<file path="src/rtl/inst_queue.sv">
// Instruction queue between fetch and decode: circular buffer of {inst, pc4} pairs.
// Latency: a pushed entry is visible at the head one cycle after the push edge (no fall-through).
// Backpressure: in_ready = !full (no full-bypass on same-cycle pop); out_valid = !empty; flush empties the queue.
module inst_queue #(
    parameter int DEPTH = 4,
    parameter int WIDTH = 32
) (
    input  logic                     clock,
    input  logic                     reset,
    input  logic                     flush,
    input  logic                     in_valid,
    output logic                     in_ready,
    input  logic [WIDTH-1:0]         in_inst,
    input  logic [WIDTH-1:0]         in_pc4,
    output logic                     out_valid,
    input  logic                     out_ready,
    output logic [WIDTH-1:0]         out_inst,
    output logic [WIDTH-1:0]         out_pc4,
    output logic [$clog2(DEPTH):0]   count,
    output logic                     full,
    output logic                     empty
);

    localparam int AW = $clog2(DEPTH);
    localparam int CW = AW + 1;

    localparam logic [AW-1:0] PTR_ONE  = AW'(1);
    localparam logic [CW-1:0] CNT_ONE  = CW'(1);
    localparam logic [CW-1:0] CNT_FULL = CW'(DEPTH);

    logic [AW-1:0]    r_wr_ptr;
    logic [AW-1:0]    r_rd_ptr;
    logic [CW-1:0]    r_count;
    logic [WIDTH-1:0] r_inst_mem [DEPTH];
    logic [WIDTH-1:0] r_pc4_mem  [DEPTH];

    logic w_push;
    logic w_pop;

    // Status flags come straight from the registered occupancy.
    assign full      = (r_count == CNT_FULL);
    assign empty     = (r_count == '0);
    assign in_ready  = !full;
    assign out_valid = !empty;
    assign count     = r_count;

    // Flush blocks both sides; a full queue refuses pushes even while popping.
    assign w_push = in_valid && !full  && !flush;
    assign w_pop  = out_ready && !empty && !flush;

    // Head is driven as zero (NOP) whenever nothing is queued.
    assign out_inst = empty ? '0 : r_inst_mem[r_rd_ptr];
    assign out_pc4  = empty ? '0 : r_pc4_mem[r_rd_ptr];

    // Pointer and occupancy bookkeeping; reset beats flush beats push/pop.
    always_ff @(posedge clock) begin
        if (reset || flush) begin
            r_wr_ptr <= '0;
            r_rd_ptr <= '0;
            r_count  <= '0;
        end else begin
            if (w_push) begin
                r_wr_ptr <= r_wr_ptr + PTR_ONE;
            end
            if (w_pop) begin
                r_rd_ptr <= r_rd_ptr + PTR_ONE;
            end
            case ({w_push, w_pop})
                2'b10:   r_count <= r_count + CNT_ONE;
                2'b01:   r_count <= r_count - CNT_ONE;
                default: r_count <= r_count;
            endcase
        end
    end

    // Storage write; contents are left as-is on reset since pointers define validity.
    always_ff @(posedge clock) begin
        if (w_push && !reset) begin
            r_inst_mem[r_wr_ptr] <= in_inst;
            r_pc4_mem[r_wr_ptr]  <= in_pc4;
        end
    end

endmodule

</file>
<file path="config.mk">
export PLATFORM = sky130hd
export DESIGN_NAME = inst_queue
export DESIGN_NICKNAME = d
export VERILOG_FILES = /design/src/rtl/inst_queue.sv
export SDC_FILE = /design/constraint.sdc
export NUM_CORES = 1
export LEC_CHECK = 0
export BUFFER_PORTS_ARGS = -buffer_cell sky130_fd_sc_hd__buf_2
export CAP_MARGIN = 20
export CORE_MARGIN = 5
export CORE_UTILIZATION = 55
export DETAILED_ROUTE_END_ITERATION = 10
export PLACE_DENSITY = 0.8
export SYNTH_ARGS = -nofsm -noshare
export SYNTH_HDL_FRONTEND = slang
export SYNTH_SLANG_ARGS = --single-unit
</file>
<file path="constraint.sdc">
create_clock -name clock -period 12.9 [get_ports clock]
set_clock_uncertainty 0.15 [all_clocks]
set_input_delay 1.935 -clock clock [delete_from_list [all_inputs] [get_ports clock]]
set_output_delay 1.935 -clock clock [all_outputs]
set_load 0.005 [all_outputs]
</file>
==> results of run 1 <==
power by group through the flow:
stage	Combinational (W)	Sequential, W	Clock, W
6_report	0.0000539	0.000954	0.000737
5_1_grt	0.0000596	0.000953	0.000794
4_1_cts	0.0000547	0.000954	0.000752
3_5_place_dp	0.0000545	0.000972	0
3_3_place_gp	0.0000508	0.000971	0
2_1_floorplan	0.0000238	0.000973	0
cell families after synthesis:
logic type | after synthesis | synth area share
xor gates and xnor gates | 3 | 0.00257
AOI/OAI and AO/OA | 6 | 0.00318
adders and majority gates | 6 | 0.00807
buffers and inverters | 29 | 0.0218
and+or+nand+nor | 86 | 0.0509
muxes | 66 | 0.144
DFF | 265 | 0.769
layout by cell type (no fill, tap or decap):
master and count:
and2_1 64, clkbuf_16 27, dfxtp_4 2, nor2_1 7, clkinv_1 8, nor3b_2 4
clkinv_2 5, mux4_2 60, xor2_1 3, clkbuf_1 3, diode_2 1, clkinv_4 1
o21ai_0 2, ha_1 5, fa_1 1, or3_2 1, nand2_1 5, mux4_1 4
buf_4 9, edfxtp_1 256, or3b_2 1, dfxtp_1 7, inv_1 7, mux2i_1 2
bufinv_16 3, buf_12 2, a21oi_1 3, o31ai_1 1, buf_2 139, nand3b_2 1
or2_2 1, or3_1 2, clkinvlp_4 1
final cells by class:
class,instances,area share
inverters,7,0.00219
multi-input cells,167,0.180
clock inverters,18,0.0134
well taps,229,0.0239
flip-flops and latches,265,0.656
diodes,1,0.000209
repair buffers,150,0.0669
clock buffers,30,0.0572
registers in the layout, summed over array words and instances (netlist names), named ones only:
signal	count
r_wr_ptr	2
count	3
r_rd_ptr	2
r_pc4_mem	128
r_inst_mem	128
worst max-delay path: stages, from the launching register on:
cell and delay [ps]:
dfxtp_4 490, buf_4 510, buf_12 300, mux4_1 570, and2_1 170, buf_2 120
synthesized netlist by cell type, drive strengths merged:
library cell / n
edfxtp: 256
or3: 3
mux2i: 2
o31ai: 1
inv: 7
xor2: 3
or3b: 1
nand2: 5
or2: 1
o21ai: 2
fa: 1
a21oi: 3
dfxtp: 9
mux4: 64
nor3b: 4
nand3b: 1
clkbuf: 9
ha: 5
nor2: 7
buf: 13
and2: 64
per-stage QoR:
| stage | hold WS, ps | instance area, um^2 | total power, W | std cells | setup WS, ps |
|---|---|---|---|---|---|
| detailed placement | 323 | 11100 | 0.00103 | 817 | 8380 |
| CTS | 337 | 12000 | 0.00176 | 865 | 7830 |
| global placement | 308 | 11100 | 0.00102 | 816 | 8420 |
| finish | 338 | 12000 | 0.00174 | 867 | 8110 |
| global route | 396 | 12000 | 0.00181 | 867 | 7830 |
| floorplan | 309 | 10200 | 0.000997 | 461 | 5210 |
per-layer routing:
metal	wire, um	vias up	GRT usage
met1	7370	2534	0.227
met2	9980	159	0.312
met5	21	-	0
li1	-	2176	-
met3	1080	31	0.0344
met4	319	4	0.0423
worst max path at each step:
stage	cells past startpoint	end	slack [ps]
2_1_floorplan	2	r_inst_mem[0][0]	5210
3_3_place_gp	4	out_pc4[31]	8420
3_5_place_dp	4	out_pc4[31]	8380
4_1_cts	4	out_pc4[31]	7830
5_1_grt	5	out_inst[31]	7830
6_report	5	out_inst[31]	8110
==> summary.txt, run 1 <==
Layout
  – Area occupied by multi-input gates: 2160 um^2
  – Layout net count: 692
  – Layout fillers: 1194
  – Utilization after layout: 0.661
  – Layout cells sized above 1: 0.403
  – Area delta synth->final: 17.3%
  – Seq. cell area: 7880 um^2

Clocking
  – Max clock buf depth: 3
  – Clk pin slew, worst setup/hold paths: 60 ps
  – CTS buffer count: 26
  – Post-CTS Resized: 0
  – CTS sink cnt: 265
  – CTS tree: built
  – Clk Latency, worst-skew pair: 500 ps
  – Cts hold-fix bufs: 0
  – H-Tree Depth: 1
  – Clock Tree Root: clkbuf_16
  – Post-CTS setup repair buffer count: 0

Synthesis
  – #FFs+latches synth: 265
  – Avg Synthesized Cell Area: 22.2 um^2
  – Sequential share of the synthesized area: 0.769
  – Post-Syn Instances: 461
  – Synth area leader: edfxtp_1
  – Cell Area, Synth: 10200 um^2
  – Area share of the leading cell type in the synthesized netlist: 0.752
  – Syn Nets: 536
  – Ranking of synthesized cells by area: edfxtp_1 75%, mux4_2 13%, and2_1 3.9%
  – Yosys cell types: 25
  – Yosys warnings: 0

Power and ir drop
  – Sequential power share: 0.547
  – Worst vdd ir: 0.148 mV
  – Cell Int Power: 0.00142 W
  – PD cells: 145 nW/um^2
  – LEAKAGE: 4.16 nW
  – Clock Power Share: 0.422
  – Comb pwr share: 0.031
  – NetSw: 0.000328 W
  – Sw Share: 0.188

Route
  – DR vias/cell: 5.66
  – DR vias: 4904
  – WL per Instance: 21.6 um
  – DRT iter0 DRCs: 311
  – DRC: 0
  – First-pass iteration count of the detailed router: 6
  – Total routed wirelength: 18800 um
  – Routed Antenna Nets: 0

GRT
  – Largest net degree at the start of global routing: 65
  – First-pass GRT wire length: 29500 um
  – GRT Total Usage: 0.176
  – Number of global-route vias before repair: 5426
  – Antenna violations before repair: 3
  – Gr ovfl total: 0

Critical path
  – Critical path class: reg2out
  – Reg2reg start: count[2]
  – Reg2Reg Depth: 8
  – Worst EP required: 10810 ps
  – Worst path arrival time: 2710 ps
  – Crit start category: flop
  – Worst setup EP type: output pin
  – CP max FO: 27
  – R2R Setup Slk: 10200 ps
  – Reg2reg end: count[2]

Min path
  – Hold Path Class: reg2reg
  – WHS Path Cells: 2
  – Hold path start: r_rd_ptr[1]

Timing
  – Final setup vio count: 0
  – Fin. Hold Viols: 0
  – Slew headroom: 0.354
  – Fin. max-slew vios: 0
  – RSZ-0062 raised after global routing: no
  – Slew of the pin with the lowest slew margin: 969 ps
  – Setup TNS: 0 ps
  – Final period util: 0.372
  – Min Tclk post-route: 4790 ps
  – Fmax: 0.209 GHz

Die
  – Die X: 146 um
  – Row cnt: 49
  – Initial Utilization: 0.564
  – Full die area: 21400 um^2
  – # IOs: 140
  – Die extent in y: 146 um
  – Core footprint: 18100 um^2

Placement
  – Port bufs: 139
  – Placed wire-length estimate: 11300 um
  – Final Wtd Congestion: 0.726

Status
  – Status: finished clean

Flow run
  – Max cap viols: 0
Power figures use the tool's default switching activity.
==> run 2, diff against run 1 <==
--- a/config.mk
+++ b/config.mk
@@ -5,6 +5,7 @@
 export SDC_FILE = /design/constraint.sdc
 export NUM_CORES = 1
 export LEC_CHECK = 0
+export ABC_AREA = 1
 export BUFFER_PORTS_ARGS = -buffer_cell sky130_fd_sc_hd__buf_2
 export CAP_MARGIN = 20
 export CORE_MARGIN = 5
==> constraint.sdc (replaced) <==
create_clock -name clock -period 4.6 [get_ports clock]
set_clock_uncertainty 0.15 [all_clocks]
set_input_delay 0.69 -clock clock [delete_from_list [all_inputs] [get_ports clock]]
set_output_delay 0.69 -clock clock [all_outputs]
set_load 0.005 [all_outputs]
==> run 2 against run 1 <==
Net effect: routed wire length is 14% higher; register-to-register slack got worse by 8200 ps; power rose to 2.8 times the previous value; first-iteration DRC count grew 77%; via count rose by 35%; largest cell class unchanged; largest power group unchanged.
==> summary.txt, run 2 <==
Status
  – Status: finished clean

Critical path
  – CP most frequent cell: nor2_1
  – Crit-path max cell delay: 830 ps
  – Worst EP required: 3760 ps
  – Critical-path top delay cell: buf_4
  – Worst path arrival time: 2830 ps
  – CP top delay family: buffers and inverters
  – CP Cell Sequence: buf_4 -> nor2_1 -> nor2_1 -> o21ai_0 -> a21oi_1 -> buf_2
  – CP max FO: 98
  – Worst path bufs/invs: 2
  – Crit start category: flop
  – Worst setup EP type: output pin
  – Critical path class: reg2out

Route
  – DR vias: 6608
  – Routed Antenna Nets: 0
  – Total routed wirelength: 21400 um
  – First-pass iteration count of the detailed router: 7
  – DRT iter0 DRCs: 552
  – WL per Instance: 17.6 um
  – DRC: 0
  – DR vias/cell: 5.42

Synthesis
  – Ys flop type: edfxtp_1
  – Post-synth EDFFs: 256
  – Ranking of synthesized cells by area: edfxtp_1 74%, nor2_1 9.7%, o21ai_0 5.7%
  – Area share of the leading cell type in the synthesized netlist: 0.736
  – Avg Synthesized Cell Area: 12.6 um^2
  – Yosys warnings: 0
  – Asr flop ratio synth: 0
  – Post-synth top cells: 269 x nor2_1, 256 x edfxtp_1, 120 x o21ai_0
  – Syn Nets: 905
  – Cell Area, Synth: 10400 um^2
  – Sequential share of the synthesized area: 0.753
  – Most instantiated library cell after synthesis: nor2_1
  – Synth area leader: edfxtp_1
  – Post-Syn Instances: 830
  – #FFs+latches synth: 265
  – Yosys cell types: 18

Die
  – Row cnt: 50
  – Full die area: 21800 um^2
  – Core footprint: 18700 um^2
  – Die X: 148 um
  – Initial Utilization: 0.558
  – Die extent in y: 148 um
  – # IOs: 140

Layout
  – Area delta synth->final: 15.8%
  – Most common cell after layout, fill and taps aside: nor2_1
  – Area occupied by multi-input gates: 2210 um^2
  – Commonest non-fill, non-tap cells in the layout: 265 x nor2_1, 256 x edfxtp_1, 139 x buf_2, 120 x o21ai_0, 69 x a21oi_1
  – Seq. cell area: 7870 um^2
  – Layout cells sized above 1: 0.200
  – Layout fillers: 1379
  – Post-route insts no fill: 1220
  – Layout net count: 1038

Power and ir drop
  – Worst vdd ir: 0.351 mV
  – LEAKAGE: 4.44 nW
  – PD cells: 401 nW/um^2

GRT
  – First-pass GRT wire length: 34000 um
  – Number of global-route vias before repair: 6663
  – Gr ovfl total: 0
  – GRT Total Usage: 0.195
  – Largest net degree at the start of global routing: 109
  – Antenna violations before repair: 2

Timing
  – Fin. max-slew vios: 0
  – Slew headroom: 0.287
  – Min Tclk post-route: 3670 ps
  – RSZ-0062 raised after global routing: no
  – Setup ws final: 933 ps
  – Final setup vio count: 0
  – Slew of the pin with the lowest slew margin: 1070 ps
  – Fin. Hold Viols: 0
  – Fmax: 0.273 GHz
  – Final period util: 0.797
  – Setup TNS: 0 ps

Placement
  – Placed wire-length estimate: 12100 um
  – Final Wtd Congestion: 0.713
  – Placed insts: 1169
  – Pre-CTS worst setup slack: 1540 ps
  – Port bufs: 139

Clocking
  – H-Tree Depth: 1
  – CTS sink cnt: 265
  – CTS tree: built
  – CTS buffer count: 26
  – Clk pin slew, worst setup/hold paths: 60 ps
  – Max clock buf depth: 3
  – Cts hold-fix bufs: 0
  – Post-CTS setup repair buffer count: 0
  – Clk Latency, worst-skew pair: 500 ps
  – Clock Tree Root: clkbuf_16
  – Post-CTS Resized: 0

Flow run
  – Max cap viols: 0

Min path
  – Hold Path Class: in2reg
==> run 2: cell count changes after synthesis, sizes merged, moves of 3 or more <==
cell / previous run / this run
o21ai: 2 / 130
a21oi: 3 / 69
mux4: 64 / 0
nor3b: 4 / 0
and2: 64 / 0
nand2: 5 / 15
or3: 3 / 0
nand3: 0 / 5
nor2: 7 / 269
buf: 13 / 36
clkbuf: 9 / 12
inv: 7 / 22
xor2: 3 / 0
==> run 2: layer usage <==
layer  up-vias  track usage  wire (um)
li1       3188            -          -
met1      3134        0.259       8680
met2       248        0.337      10700
met3        36       0.0349       1660
met4         2       0.0461        369
met5         -            0         13
==> run 2: logic make-up (layout without fill, tap and decap cells) <==
kind of cell             Yosys count  after routing  synth area share
other                              0              4                 0
AND/OR/NAND/NOR                  290            290             0.105
AO/OA/AOI/OAI                    199            199            0.0954
buffers and inverters             70            222            0.0385
flip-flops                       265            265             0.753
adder cells (fa/ha/maj)            6              6           0.00791
==> run 2: layout make-up <==
type	instances	area share
well taps	234	0.0242
clock inverters	15	0.00973
diodes	4	0.000828
multi-input cells	495	0.182
inverters	22	0.00693
clock buffers	32	0.0574
flip-flops and latches	265	0.651
repair buffers	153	0.0673
==> run 2: final timing paths <==
path               startpoint                 to  slack [ps]  cells past startpoint
hold reg to reg   r_rd_ptr[1]               flop         350                      2
setup / recovery         flop       out_inst[13]         930                      6
setup reg to reg     count[1]  r_inst_mem[0][18]        2000                      6
hold / removal     in_pc4[25]   r_pc4_mem[3][25]         240                      1
==> run 2: stage by stage <==
step | util | cell area [um^2] | hold slack [ps] | total power (W)
after floorplan | - | 10400 | 312 | 0.00281
after global placement | 0.602 | 11300 | 338 | 0.00290
after detailed placement | 0.602 | 11300 | 342 | 0.00291
after CTS | 0.646 | 12100 | 217 | 0.00488
after global routing | 0.646 | 12100 | 219 | 0.00502
final | 0.646 | 12100 | 240 | 0.00485
==> run 2: power by group <==
group	internal (W)	total, W	switching, W
logic	0.0000649	0.000181	0.000116
registers	0.00267	0.00268	0.00000672
clock network	0.00118	0.00199	0.000814
total	0.00391	0.00485	0.000937
==> run 3, diff against run 2 <==
==> constraint.sdc (replaced) <==
create_clock -name clock -period 3.4 [get_ports clock]
set_clock_uncertainty 0.15 [all_clocks]
set_input_delay 0.51 -clock clock [delete_from_list [all_inputs] [get_ports clock]]
set_output_delay 0.51 -clock clock [all_outputs]
set_load 0.005 [all_outputs]
==> run 3 against run 2 <==
Net effect: non-clock buffer count increased by 1; core utilization hardly changed; cell area is essentially flat; setup slack worse by 470 ps; global-route usage is 0.19 points lower; via count is essentially flat; final cell count is 0.33% lower; critical path type unchanged; highest routed layer unchanged.
==> summary.txt, run 3 (synthesized netlist as in run 2, its figures left out) <==
Status
  – Status: finished clean

Critical path
  – Reg2reg end: r_inst_mem[2][19]
  – Reg2reg start: count[1]
  – Worst EP required: 2740 ps
  – Critical path class: reg2out
  – Crit-path max cell delay: 450 ps
  – CP max FO: 60
  – Critical-path top delay cell: clkinv_2
  – CP Cell Sequence: clkinv_2 -> buf_12 -> o21ai_0 -> a21oi_1 -> buf_2
  – Worst path arrival time: 2270 ps
  – Worst setup EP type: output pin
  – R2R Setup Slk: 1050 ps
  – Reg2Reg Depth: 6
  – Crit start category: flop

Die
  – Initial Utilization: 0.558
  – Row cnt: 50
  – # IOs: 140
  – Core footprint: 18700 um^2
  – Full die area: 21800 um^2
  – Die X: 148 um
  – Die extent in y: 148 um

Min path
  – Hold Path Class: in2reg
  – WHS Path Cells: 1
  – Worst Hold End: r_inst_mem[1][4]
  – Hold path start: in_inst[4]

Timing
  – Min Tclk post-route: 2930 ps
  – Fmax: 0.341 GHz
  – Slew headroom: 0.481
  – Final period util: 0.863
  – RSZ-0062 raised after global routing: no
  – Setup TNS: 0 ps
  – Final setup vio count: 0
  – Setup ws final: 465 ps
  – Fin. max-slew vios: 0
  – Slew of the pin with the lowest slew margin: 778 ps
  – Fin. Hold Viols: 0

Power and ir drop
  – LEAKAGE: 4.44 nW
  – Sw Share: 0.200
  – PD cells: 538 nW/um^2
  – NetSw: 0.00130 W
  – Worst vdd ir: 0.492 mV
  – Comb pwr share: 0.038
  – Total chip power: 0.00651 W
  – Sequential power share: 0.556
  – Clock Power Share: 0.406
  – Cell Int Power: 0.00521 W

GRT
  – Number of global-route vias before repair: 6705
  – First-pass GRT wire length: 33700 um
  – GRT Total Usage: 0.193
  – Gr ovfl total: 0
  – Antenna violations before repair: 1
  – Met1 layer usage reported by global route: 0.252
  – Layer with the highest usage: met2
  – Met2 track demand over resource: 0.334
  – Routing usage on met3: 0.0417
  – Largest net degree at the start of global routing: 129

Placement
  – Placed cell area: 11300 um^2
  – Placed wire-length estimate: 12600 um
  – Final Wtd Congestion: 0.762
  – Port bufs: 139
  – Pre-CTS worst setup slack: 845 ps

Clocking
  – CTS sink cnt: 265
  – CTS buffer count: 26
  – Clock Tree Root: clkbuf_16
  – Post-CTS Resized: 0
  – CTS tree: built
  – Cts hold-fix bufs: 0
  – Clk Latency, worst-skew pair: 510 ps
  – Max clock buf depth: 3
  – H-Tree Depth: 1
  – Post-CTS setup repair buffer count: 0
  – Clk pin slew, worst setup/hold paths: 60 ps

Route
  – DRC: 0
  – First-pass iteration count of the detailed router: 4
  – Routed Antenna Nets: 0
  – WL per Instance: 17.6 um
  – DR vias: 6611
  – DR vias/cell: 5.44
  – Total routed wirelength: 21400 um
  – DRT iter0 DRCs: 567

Layout
  – Layout net count: 1039
  – Most common cell after layout, fill and taps aside: nor2_1
  – Commonest non-fill, non-tap cells in the layout: 265 x nor2_1, 256 x edfxtp_1, 139 x buf_2, 120 x o21ai_0, 69 x a21oi_1
  – Post-Layout Inst Area: 12100 um^2
  – Utilization after layout: 0.647
  – Layout cells sized above 1: 0.204
  – Area delta synth->final: 15.8%
  – Layout fillers: 1336

Flow run
  – Max cap viols: 0
run 3: cell type report:
cell class                      count  area (um^2)  area share
Timing Repair Buffer              154          846      0.0699
Clock buffer                       29          683      0.0565
Sequential cell                   265         7870       0.651
Tap cell                          234          293      0.0242
Inverter                           22         83.8     0.00693
Clock inverter                     16          111     0.00920
Antenna cell                        1         2.50    0.000207
Multi-Input combinational cell    495         2210       0.182
run 3: worst max path at each step:
| stage | slack, ps | end | depth (start not counted) | from |
|---|---|---|---|---|
| finish | 470 | out_inst[30] | 5 | flop |
| global route | 310 | out_inst[0] | 5 | flop |
| CTS | 430 | out_inst[30] | 5 | flop |
| detailed placement | 840 | r_inst_mem[2][20] | 6 | flush |
| global placement | 900 | r_inst_mem[2][20] | 6 | flush |
| floorplan | -960 | r_inst_mem[0][0] | 5 | in_valid |
run 3: power groups by stage:
stage | Clock (W) | Sequential (W) | Combinational [W]
6_report | 0.00264 | 0.00362 | 0.000250
5_1_grt | 0.00284 | 0.00362 | 0.000279
4_1_cts | 0.00269 | 0.00362 | 0.000253
3_5_place_dp | 0 | 0.00369 | 0.000252
3_3_place_gp | 0 | 0.00369 | 0.000244
2_1_floorplan | 0 | 0.00369 | 0.000109
run 3: worst max-delay path, delay by kind of cell, from the launching register on:
family                 cells  cell delay, ps
DFF                        1             360
AOI/OAI and AO/OA          2             410
buffers and inverters      3            1000
run 3: per-layer routing:
metal  vias to the layer above  wire [um]
met2                       211      10600
met3                        32       1600
li1                       3179          -
met5                         -         13
met1                      3187       8850
met4                         2        303
run 3: through the flow:
step	instances	hold WS, ps
finish	1216	59.0
global route	1215	34.2
floorplan	830	312
detailed placement	1170	344
global placement	1170	330
CTS	1215	40.4
